<file path="config.mk">
export PLATFORM = sky130hd
export DESIGN_NAME = qtcore_scan_host
export DESIGN_NICKNAME = d
export VERILOG_FILES = /design/src/rtl/qtcore_scan_pkg.sv /design/src/rtl/qtcore_scan_host_timer.sv /design/src/rtl/qtcore_scan_host.sv
export SDC_FILE = /design/constraint.sdc
export NUM_CORES = 1
export LEC_CHECK = 0
export CAP_MARGIN = 20
export CORE_MARGIN = 2
export CORE_UTILIZATION = 48
export CTS_BUF_LIST = sky130_fd_sc_hd__clkbuf_8
export CTS_CLUSTER_SIZE = 40
export DETAILED_ROUTE_END_ITERATION = 12
export GPL_TIMING_DRIVEN = 0
export PLACE_DENSITY = 0.78
export SLEW_MARGIN = 25
export SYNTH_ARGS = -nofsm -noshare
export SYNTH_HDL_FRONTEND = slang
export SYNTH_HIERARCHICAL = 1
export SYNTH_SLANG_ARGS = --single-unit
</file>
<file path="constraint.sdc">
create_clock -name clk -period 2.5 [get_ports clk]
set_input_delay 0.5 -clock clk [delete_from_list [all_inputs] [get_ports clk]]
set_output_delay 0.5 -clock clk [all_outputs]
set_load 0.03 [all_outputs]
</file>
<file path="src/rtl/qtcore_scan_pkg.sv">
// Shared encodings and helpers for the qtcore scan/run host.
package qtcore_scan_pkg;

    typedef enum logic [1:0] {
        CMD_SHIFT  = 2'd0,
        CMD_RUN    = 2'd1,
        CMD_TRESET = 2'd2,
        CMD_NOP    = 2'd3
    } cmd_e;

    typedef enum logic [2:0] {
        IDLE     = 3'd0,
        SH_LOW   = 3'd1,
        SH_HIGH  = 3'd2,
        SH_FLUSH = 3'd3,
        RUN_LOW  = 3'd4,
        RUN_HIGH = 3'd5,
        RST_LOW  = 3'd6,
        RST_HIGH = 3'd7
    } state_e;

    localparam int unsigned TRESET_PERIODS = 4;
    localparam int unsigned TRESET_CW      = $clog2(TRESET_PERIODS);

    // Return b with bit idx replaced by v.
    function automatic logic [7:0] set_bit8(input logic [7:0] b, input logic [2:0] idx,
                                            input logic v);
        logic [7:0] r;
        r      = b;
        r[idx] = v;
        return r;
    endfunction

endpackage

</file>
<file path="src/rtl/qtcore_scan_host_timer.sv">
// Target-clock phase timer: counts CLK_DIV host cycles per phase, holds while frozen.
module scan_phase_timer #(
    parameter int unsigned CLK_DIV = 2
) (
    input  logic clk,
    input  logic rst,
    input  logic clr_i,
    input  logic freeze_i,
    output logic phase_end_c
);

    localparam int unsigned CW = (CLK_DIV > 1) ? $clog2(CLK_DIV) : 1;

    logic [CW-1:0] cnt_q;

    assign phase_end_c = !clr_i && !freeze_i && (cnt_q == CW'(CLK_DIV - 1));

    // Phase counter wraps at every phase end so back-to-back phases need no restart.
    always_ff @(posedge clk or negedge rst) begin
        if (!rst) begin
            cnt_q <= '0;
        end else if (clr_i) begin
            cnt_q <= '0;
        end else if (!freeze_i) begin
            cnt_q <= phase_end_c ? '0 : cnt_q + CW'(1);
        end
    end

endmodule

</file>
<file path="src/rtl/qtcore_scan_host.sv">
// Host-side initiator for the qtcore scan/run pins: chain exchange, run-to-halt, target reset.
module qtcore_scan_host
    import qtcore_scan_pkg::*;
#(
    parameter int unsigned CHAIN_LEN = 152,
    parameter int unsigned CLK_DIV   = 2,
    parameter int unsigned RUN_MAX   = 65535
) (
    input  logic       clk,
    input  logic       rst,
    input  logic [1:0] cmd,
    input  logic       cmd_valid,
    output logic       cmd_ready,
    input  logic [7:0] in_data,
    input  logic       in_valid,
    output logic       in_ready,
    output logic [7:0] out_data,
    output logic       out_valid,
    input  logic       out_ready,
    output logic       timeout,
    output logic       tgt_clk,
    output logic       tgt_rst,
    output logic       scan_en_n,
    output logic       proc_en_n,
    output logic       mosi,
    input  logic       miso
);

    localparam int unsigned BW = (CHAIN_LEN > 1) ? $clog2(CHAIN_LEN) : 1;
    localparam int unsigned EW = (RUN_MAX > 0) ? $clog2(RUN_MAX + 1) : 1;

    state_e                 state_q;
    logic                   first_q;
    logic                   have_byte_q;
    logic [7:0]             byte_q;
    logic [7:0]             cap_q;
    logic [2:0]             bib_q;
    logic [BW-1:0]          bit_cnt_q;
    logic [EW-1:0]          edge_cnt_q;
    logic [TRESET_CW-1:0]   per_cnt_q;

    logic       cmd_ready_q;
    logic       in_ready_q;
    logic [7:0] out_data_q;
    logic       out_valid_q;
    logic       timeout_q;
    logic       tgt_clk_q;
    logic       tgt_rst_q;
    logic       scan_en_n_q;
    logic       proc_en_n_q;
    logic       mosi_q;

    logic       last_bit_c;
    logic       byte_done_c;
    logic [7:0] cap_next_c;
    logic       timer_clr_c;
    logic       freeze_c;
    logic       phase_end_c;

    // Phase timing; low phases freeze on the start cycle, a missing input byte or a full output slot.
    scan_phase_timer #(
        .CLK_DIV(CLK_DIV)
    ) u_timer (
        .clk        (clk),
        .rst        (rst),
        .clr_i      (timer_clr_c),
        .freeze_i   (freeze_c),
        .phase_end_c(phase_end_c)
    );

    // Shift-position decode and timer control.
    always_comb begin
        last_bit_c  = (bit_cnt_q == BW'(CHAIN_LEN - 1));
        byte_done_c = last_bit_c || (bib_q == 3'd7);
        cap_next_c  = set_bit8(cap_q, bib_q, miso);
        timer_clr_c = (state_q == IDLE);
        freeze_c    = first_q || (state_q == IDLE) || (state_q == SH_FLUSH) ||
                      ((state_q == SH_LOW) && (!have_byte_q || out_valid_q));
    end

    // Command FSM with all pin and stream outputs registered.
    always_ff @(posedge clk or negedge rst) begin
        if (!rst) begin
            state_q     <= IDLE;
            first_q     <= 1'b0;
            have_byte_q <= 1'b0;
            byte_q      <= '0;
            cap_q       <= '0;
            bib_q       <= '0;
            bit_cnt_q   <= '0;
            edge_cnt_q  <= '0;
            per_cnt_q   <= '0;
            cmd_ready_q <= 1'b1;
            in_ready_q  <= 1'b0;
            out_data_q  <= '0;
            out_valid_q <= 1'b0;
            timeout_q   <= 1'b0;
            tgt_clk_q   <= 1'b0;
            tgt_rst_q   <= 1'b0;
            scan_en_n_q <= 1'b1;
            proc_en_n_q <= 1'b1;
            mosi_q      <= 1'b0;
        end else begin
            in_ready_q <= 1'b0;
            first_q    <= 1'b0;
            if (out_valid_q && out_ready) begin
                out_valid_q <= 1'b0;
            end

            case (state_q)
                IDLE: begin
                    cmd_ready_q <= 1'b1;
                    if (cmd_valid && cmd_ready_q) begin
                        cmd_ready_q <= 1'b0;
                        case (cmd_e'(cmd))
                            CMD_SHIFT: begin
                                state_q     <= SH_LOW;
                                first_q     <= 1'b1;
                                scan_en_n_q <= 1'b0;
                                bit_cnt_q   <= '0;
                                bib_q       <= '0;
                                have_byte_q <= 1'b0;
                                cap_q       <= '0;
                            end
                            CMD_RUN: begin
                                state_q     <= RUN_LOW;
                                first_q     <= 1'b1;
                                proc_en_n_q <= 1'b0;
                                timeout_q   <= 1'b0;
                                edge_cnt_q  <= '0;
                            end
                            CMD_TRESET: begin
                                state_q   <= RST_LOW;
                                first_q   <= 1'b1;
                                tgt_rst_q <= 1'b1;
                                per_cnt_q <= '0;
                            end
                            default: ;
                        endcase
                    end
                end

                SH_LOW: begin
                    if (!have_byte_q) begin
                        if (in_valid) begin
                            byte_q      <= in_data;
                            have_byte_q <= 1'b1;
                            in_ready_q  <= 1'b1;
                            mosi_q      <= in_data[0];
                        end
                    end else if (phase_end_c) begin
                        tgt_clk_q <= 1'b1;
                        state_q   <= SH_HIGH;
                        if (byte_done_c) begin
                            out_data_q  <= cap_next_c;
                            out_valid_q <= 1'b1;
                            cap_q       <= '0;
                        end else begin
                            cap_q <= cap_next_c;
                        end
                    end
                end

                SH_HIGH: begin
                    if (phase_end_c) begin
                        tgt_clk_q <= 1'b0;
                        if (last_bit_c) begin
                            state_q <= SH_FLUSH;
                            mosi_q  <= 1'b0;
                        end else begin
                            state_q   <= SH_LOW;
                            bit_cnt_q <= bit_cnt_q + BW'(1);
                            bib_q     <= bib_q + 3'd1;
                            if (bib_q == 3'd7) begin
                                // Next byte is taken at the falling edge when already offered.
                                have_byte_q <= 1'b0;
                                if (in_valid) begin
                                    byte_q      <= in_data;
                                    have_byte_q <= 1'b1;
                                    in_ready_q  <= 1'b1;
                                    mosi_q      <= in_data[0];
                                end
                            end else begin
                                mosi_q <= byte_q[bib_q + 3'd1];
                            end
                        end
                    end
                end

                SH_FLUSH: begin
                    if (!out_valid_q || out_ready) begin
                        scan_en_n_q <= 1'b1;
                        cmd_ready_q <= 1'b1;
                        state_q     <= IDLE;
                    end
                end

                RUN_LOW: begin
                    if (phase_end_c) begin
                        if (miso) begin
                            proc_en_n_q <= 1'b1;
                            cmd_ready_q <= 1'b1;
                            state_q     <= IDLE;
                        end else begin
                            tgt_clk_q  <= 1'b1;
                            edge_cnt_q <= edge_cnt_q + EW'(1);
                            state_q    <= RUN_HIGH;
                        end
                    end
                end

                RUN_HIGH: begin
                    if (phase_end_c) begin
                        tgt_clk_q <= 1'b0;
                        if (edge_cnt_q == EW'(RUN_MAX)) begin
                            timeout_q   <= 1'b1;
                            proc_en_n_q <= 1'b1;
                            cmd_ready_q <= 1'b1;
                            state_q     <= IDLE;
                        end else begin
                            state_q <= RUN_LOW;
                        end
                    end
                end

                RST_LOW: begin
                    if (phase_end_c) begin
                        tgt_clk_q <= 1'b1;
                        state_q   <= RST_HIGH;
                    end
                end

                RST_HIGH: begin
                    if (phase_end_c) begin
                        tgt_clk_q <= 1'b0;
                        if (per_cnt_q == TRESET_CW'(TRESET_PERIODS - 1)) begin
                            tgt_rst_q   <= 1'b0;
                            cmd_ready_q <= 1'b1;
                            state_q     <= IDLE;
                        end else begin
                            per_cnt_q <= per_cnt_q + TRESET_CW'(1);
                            state_q   <= RST_LOW;
                        end
                    end
                end

                default: state_q <= IDLE;
            endcase
        end
    end

    assign cmd_ready = cmd_ready_q;
    assign in_ready  = in_ready_q;
    assign out_data  = out_data_q;
    assign out_valid = out_valid_q;
    assign timeout   = timeout_q;
    assign tgt_clk   = tgt_clk_q;
    assign tgt_rst   = tgt_rst_q;
    assign scan_en_n = scan_en_n_q;
    assign proc_en_n = proc_en_n_q;
    assign mosi      = mosi_q;

endmodule

</file>
==> run metrics, run 1 <==
Yosys top cell area share=43.9%; first-pass GRT wire length=14,000 um; Initial DRC Count=243; grt ovf=0; WP data arrival=2700 ps; unrepaired setup endpoints after global routing=yes; Tightest Pin Transition=641 ps; CTS Buf Count=9; status=finished clean; Worst Hold Launch=cap_q[1]$_DFFE_PN0P_; Setup WS pre-CTS=-290 ps; Cell Pwr Density=991 nW/um2; Remaining DRCs=0; Placer Congestion=0.915; Worst-path clk slew=80 ps; highest fanout seen on the critical path=6; Syn. warnings=6; Worst Setup EP=state_q[1]$_DFFE_PN0P_; register area share after synthesis=46.0%; Pre-antenna DRT Iters=5; Die Y=91.9 um; Wirelength per Cell=15.8 um; vias in the first global route=2,980; ys flop type=dfrtp_1; DP Wirelength=5780 um; n_diodes=0; Worst EP required=2720 ps; r2r worst-path depth=11; FF-to-FF Start=state_q[1]$_DFFE_PN0P_; Core Region=7610 um2; I/O Buffers=32; final critical-path required period=2490 ps; IR drop worst, VDD=446 uV; H-tree Lvls=3; Seq cells post-synth=68; pin count of the biggest net entering global routing=56; Finished Cell Area=4660 um2; die width=91.9 um; Storage cell area=1710 um2; Mapped Nets=409; cell chosen for the clock root=clkbuf_8; R2R setup slack=10 ps; syn_area_per_cell=9.67 um2; Critical Path Start=state_q[1]$_DFFE_PN0P_; HP Class=register to register; synth top area cells=dfrtp_1, nor2_1, mux2i_1; Fmax achieved=402 MHz; Vias=3,115; dpl cell area=4180 um2; DIE AREA=8440 um2; CTS Sinks=68; CTS tree=built; multi-input logic area=2030 um2; IO Count=33; Vias/cell=5.66; final worst clock skew=7.10 ps; CP Class=register to register; Slew Limit Fails=0; CP Capture Type=register; Netlist Area Pre-Place=3700 um2; nets@finish=469; final setup vio count=0; antenna violations before repair=0; Max Buffers Root-to-Sink=2; final worst slack=14.9 ps; cell accounting for the most synthesized area=dfrtp_1; max-cap violations=0; ANT nets after route=0; r2r endpoint=state_q[1]$_DFFE_PN0P_; Worst slew margin=57.1%; fillers=627; crit start category=register; asr flop ratio synth=100%; total track usage=21.0%; WL final=8710 um; ratio of cells with drive above 1 in the final layout=20.1%; fin crit share=99.4%; Rows=32; final hold violation count=0; P_leak=2.00 nW; Layout area overhead=25.7%; Distinct cells, synth=61; Cells after Synth=383; EDFF count, synth=0; worst skew pair latency=350 ps; Initial Utilization=48.7%; commonest cells in the netlist=dfrtp_1, nor2_1, nand2_1; most common cell in the netlist=dfrtp_1
[final cells by class]
class / instances / area share, %
repair buffers: 50 / 10.6
flip-flops and latches: 68 / 36.7
plain buffers: 16 / 1.83
well taps: 102 / 2.74
inverters: 10 / 0.913
clock buffers: 9 / 2.66
multi-input cells: 288 / 43.7
clock inverters: 7 / 0.967
[worst min-delay path by stage]
stage | endpoint | slack, ps | depth (start not counted)
2_1_floorplan | bib_q[0]$_DFFE_PN0P_ | 200 | 0
3_3_place_gp | cap_q[2]$_DFFE_PN0P_ | 470 | 2
3_5_place_dp | in_ready$_DFF_PN0_ | 380 | 1
4_1_cts | cap_q[0]$_DFFE_PN0P_ | 490 | 2
5_1_grt | cap_q[1]$_DFFE_PN0P_ | 520 | 2
6_report | cap_q[1]$_DFFE_PN0P_ | 490 | 2
[per-layer routing]
metal / wire length, um / up-vias / GRT usage [%]
met2: 4200 / 91 / 33.5
met1: 3950 / 1510 / 28.1
met5: 0 / - / 0
met3: 347 / 21 / 3.70
li1: - / 1493 / -
met4: 212 / 0 / 9.45
[cell families (layout without fill, tap and decap cells)]
logic type,Yosys count,after routing,synth area share [%]
flops,68,68,46.0
simple gates,153,153,19.9
fa+ha+maj,10,10,3.38
mux,27,27,8.34
xor+xnor,19,19,4.49
compound gates,79,79,14.8
buf+inv,27,92,3.07
[sequential cells by signal, summed over array words and instances, names as in the netlist]
register / count
bib_q: 3
bit_cnt_q: 8
byte_q: 8
cap_q: 8
cmd_ready: 1
edge_cnt_q: 16
first_q: 1
have_byte_q: 1
in_ready: 1
mosi: 1
out_data: 8
out_valid: 1
per_cnt_q: 2
proc_en_n: 1
scan_en_n: 1
state_q: 3
tgt_clk: 1
tgt_rst: 1
timeout: 1
u_timer/cnt_q: 1
[power breakdown]
group	switching, W	internal, W	total, W
sequential	0.000254	0.00141	0.00166
clock	0.000435	0.000353	0.000788
combinational	0.00121	0.000955	0.00216
[metrics by stage]
step | TNS, ps | std cells | utilization (%) | total power, W | hold slack [ps]
floorplan | 0 | 383 | - | 0.00291 | 204
global placement | -92460 | 517 | 54.6 | 0.00335 | 468
detailed placement | -4670 | 518 | 54.9 | 0.00341 | 377
CTS | 0 | 541 | 59.2 | 0.00438 | 492
global route | -588 | 550 | 61.2 | 0.00491 | 518
finish | 0 | 550 | 61.2 | 0.00462 | 488
[cells in the final DEF (no fill, tap or decap), drive strengths merged, types with 12 or more instances in the layout]
cell type | synthesis | final
nand2 | 33 | 33
a21oi | 22 | 22
o21ai | 23 | 23
clkbuf | 11 | 18
xnor2 | 12 | 12
buf | 6 | 25
dfrtp | 65 | 65
nor2 | 48 | 48
mux2i | 14 | 14
clkdlybuf4s50 | 0 | 31
nand3 | 24 | 24
[worst max-delay path, stage by stage, from the launching register on]
cell and delay, ps:
dfrtp_1 410, buf_6 150, nor2b_4 190, nor2_4 50, a21o_1 200, nor3b_2 160
buf_4 180, nor2_1 50, o21ai_0 230, o2111ai_2 260, o31ai_1 340, o41ai_1 120
[repair_timing]
item | in CTS | in global routing
setup buffers | 6 | 10
endpoints found under the hold margin | 9 | 0
pin swaps | 2 | 7
resized for setup | 19 | 21
hold buffers | 1 | 0
setup endpoints to repair | 39 | 43
(Power assumes the default switching activity.)
==> run 2, diff against run 1 <==
--- a/config.mk
+++ b/config.mk
@@ -8,7 +8,6 @@
 export CAP_MARGIN = 20
 export CORE_MARGIN = 2
 export CORE_UTILIZATION = 48
-export CTS_BUF_LIST = sky130_fd_sc_hd__clkbuf_8
 export CTS_CLUSTER_SIZE = 40
 export DETAILED_ROUTE_END_ITERATION = 12
 export GPL_TIMING_DRIVEN = 0
==> run 2 against run 1 <==
  * Clock skew about the same
  * Hold slack hardly changed
  * Sequential power hardly changed
  * First-iteration DRC count increased by 0.41%
  * Worst setup slack better by 0.85 ps
  * Critical path depth is the same
  * Clock power rose by 0.5%
  * Highest routed layer unchanged
==> run metrics, run 2 (synthesis gave the netlist of run 1 again) <==
Layout area overhead=25.7%; Worst slew margin=57.1%; die width=91.9 um; most frequent cells in the layout=dfrtp_1, nor2_1, nand2_1, clkdlybuf4s50_1, nand3_1; P_leak=2.00 nW; vias in the first global route=2,980; antenna violations before repair=0; Worst Setup EP=state_q[1]$_DFFE_PN0P_; CP Capture Type=register; H-tree Lvls=3; Max Buffers Root-to-Sink=2; Tightest Pin Transition=641 ps; Initial Utilization=48.7%; IR drop worst, VDD=447 uV; Placer Congestion=0.915; DIE AREA=8440 um2; DP Wirelength=5780 um; grt ovf=0; IO Count=33; CTS Sinks=68; Cell Int Power=0.00272 W; Core Region=7610 um2; max reg flops=16; Critical Path Start=state_q[1]$_DFFE_PN0P_; Final Instance Count excl. Fillers=550; placed cell count=518; Seq pwr share=36.0%; ANT nets after route=0; fillers=627; Comb pwr share=46.8%; r2r endpoint=state_q[1]$_DFFE_PN0P_; total track usage=21.0%; fin crit share=99.4%; R2R setup slack=20 ps; Die Y=91.9 um; I/O Buffers=32; final hold violation count=0; Storage cell area=1710 um2; final worst clock skew=7.06 ps; final worst slack=15.7 ps; switching share of power=41.0%; CTS tree=built; WP data arrival=2700 ps; Vias=3,121; multi-input logic area=2030 um2; final setup vio count=0; Worst-path clk slew=80 ps; WL final=8680 um; Remaining DRCs=0; HP Class=register to register; nets@finish=469; Vias/cell=5.67; Fmax achieved=403 MHz; Cell Pwr Density=991 nW/um2; final critical-path required period=2480 ps; Pre-antenna DRT Iters=6; Slew Limit Fails=0; max-cap violations=0; unrepaired setup endpoints after global routing=yes; clock power share=17.2%; Psw=0.00190 W; cell chosen for the clock root=clkbuf_8; Initial DRC Count=244; Biggest register=edge_cnt_q; Wirelength per Cell=15.8 um; Setup WS pre-CTS=-290 ps; status=finished clean; ratio of cells with drive above 1 in the final layout=20.1%; worst skew pair latency=350 ps; CP Class=register to register; pin count of the biggest net entering global routing=56; n_diodes=0; r2r worst-path depth=11; Worst EP required=2720 ps; FF-to-FF Start=state_q[1]$_DFFE_PN0P_; most common cell after layout, fill and taps aside=dfrtp_1; CTS Buf Count=9; first-pass GRT wire length=14,000 um; Rows=32; crit start category=register; highest fanout seen on the critical path=6
-- run 2: cell count changes in the layout (fill, tap and decap cells not counted), sizes merged --
cell,previous run,this run
clkbuf,18,19
inv,11,10
-- run 2: routing by layer --
layer	routed length [um]	up-vias	track usage [%]	share of wire [%]
met5	0	-	0	0
met4	213	0	9.45	2.5
met2	4190	92	33.5	48
met1	3930	1512	28.1	45
li1	-	1494	-	-
met3	345	23	3.70	4.0
-- run 2: power by group through the flow --
stage	clock network (W)	registers [W]	logic, W
floorplan	0	0.00171	0.00120
global route	0.000869	0.00171	0.00234
finish	0.000792	0.00166	0.00216
CTS	0.000816	0.00165	0.00192
detailed placement	0	0.00167	0.00174
global placement	0	0.00166	0.00170
-- run 2: critical path, cell delays in order, from the launching register on --
cell and delay, ps:
dfrtp_1 410, buf_6 150, nor2b_4 190, nor2_4 50
a21o_1 200, nor3b_2 160, buf_4 180, nor2_1 50
o21ai_0 230, o2111ai_2 260, o31ai_1 340, o41ai_1 120
-- run 2: final cells by class --
cell class	instances	share of cell area (%)
clock buffers	10	2.74
flip-flops and latches	68	36.7
clock inverters	6	0.886
well taps	102	2.74
repair buffers	50	10.6
inverters	10	0.913
multi-input cells	288	43.7
plain buffers	16	1.83
-- run 2: repair_timing --
item	4_1_cts	5_1_grt
resized for setup	19	21
setup buffers	6	10
hold buffers	1	0
endpoints found under the hold margin	9	0
pin swaps	2	7
endpoints found under the setup margin	39	43
-- run 2: worst min-delay path by stage --
stage	endpoint	startpoint	cells after the start	slack (ps)
floorplan	bib_q[0]$_DFFE_PN0P_	rst	0	200
global placement	cap_q[2]$_DFFE_PN0P_	cap_q[2]$_DFFE_PN0P_	2	470
detailed placement	in_ready$_DFF_PN0_	rst	1	380
CTS	cap_q[0]$_DFFE_PN0P_	cap_q[0]$_DFFE_PN0P_	2	490
global route	cap_q[1]$_DFFE_PN0P_	cap_q[1]$_DFFE_PN0P_	2	520
finish	cap_q[1]$_DFFE_PN0P_	cap_q[1]$_DFFE_PN0P_	2	490
-- run 2: per-stage QoR --
stage                     hold slack [ps]  setup TNS [ps]  util, %  instance area [um2]  total power, W
after floorplan                       204               0        -                 3700         0.00291
after global placement                468          -92460     54.6                 4150         0.00335
after detailed placement              377           -4670     54.9                 4180         0.00341
after CTS                             492               0     59.2                 4500         0.00438
after global routing                  518            -588     61.2                 4660         0.00491
final                                 488               0     61.2                 4660         0.00462
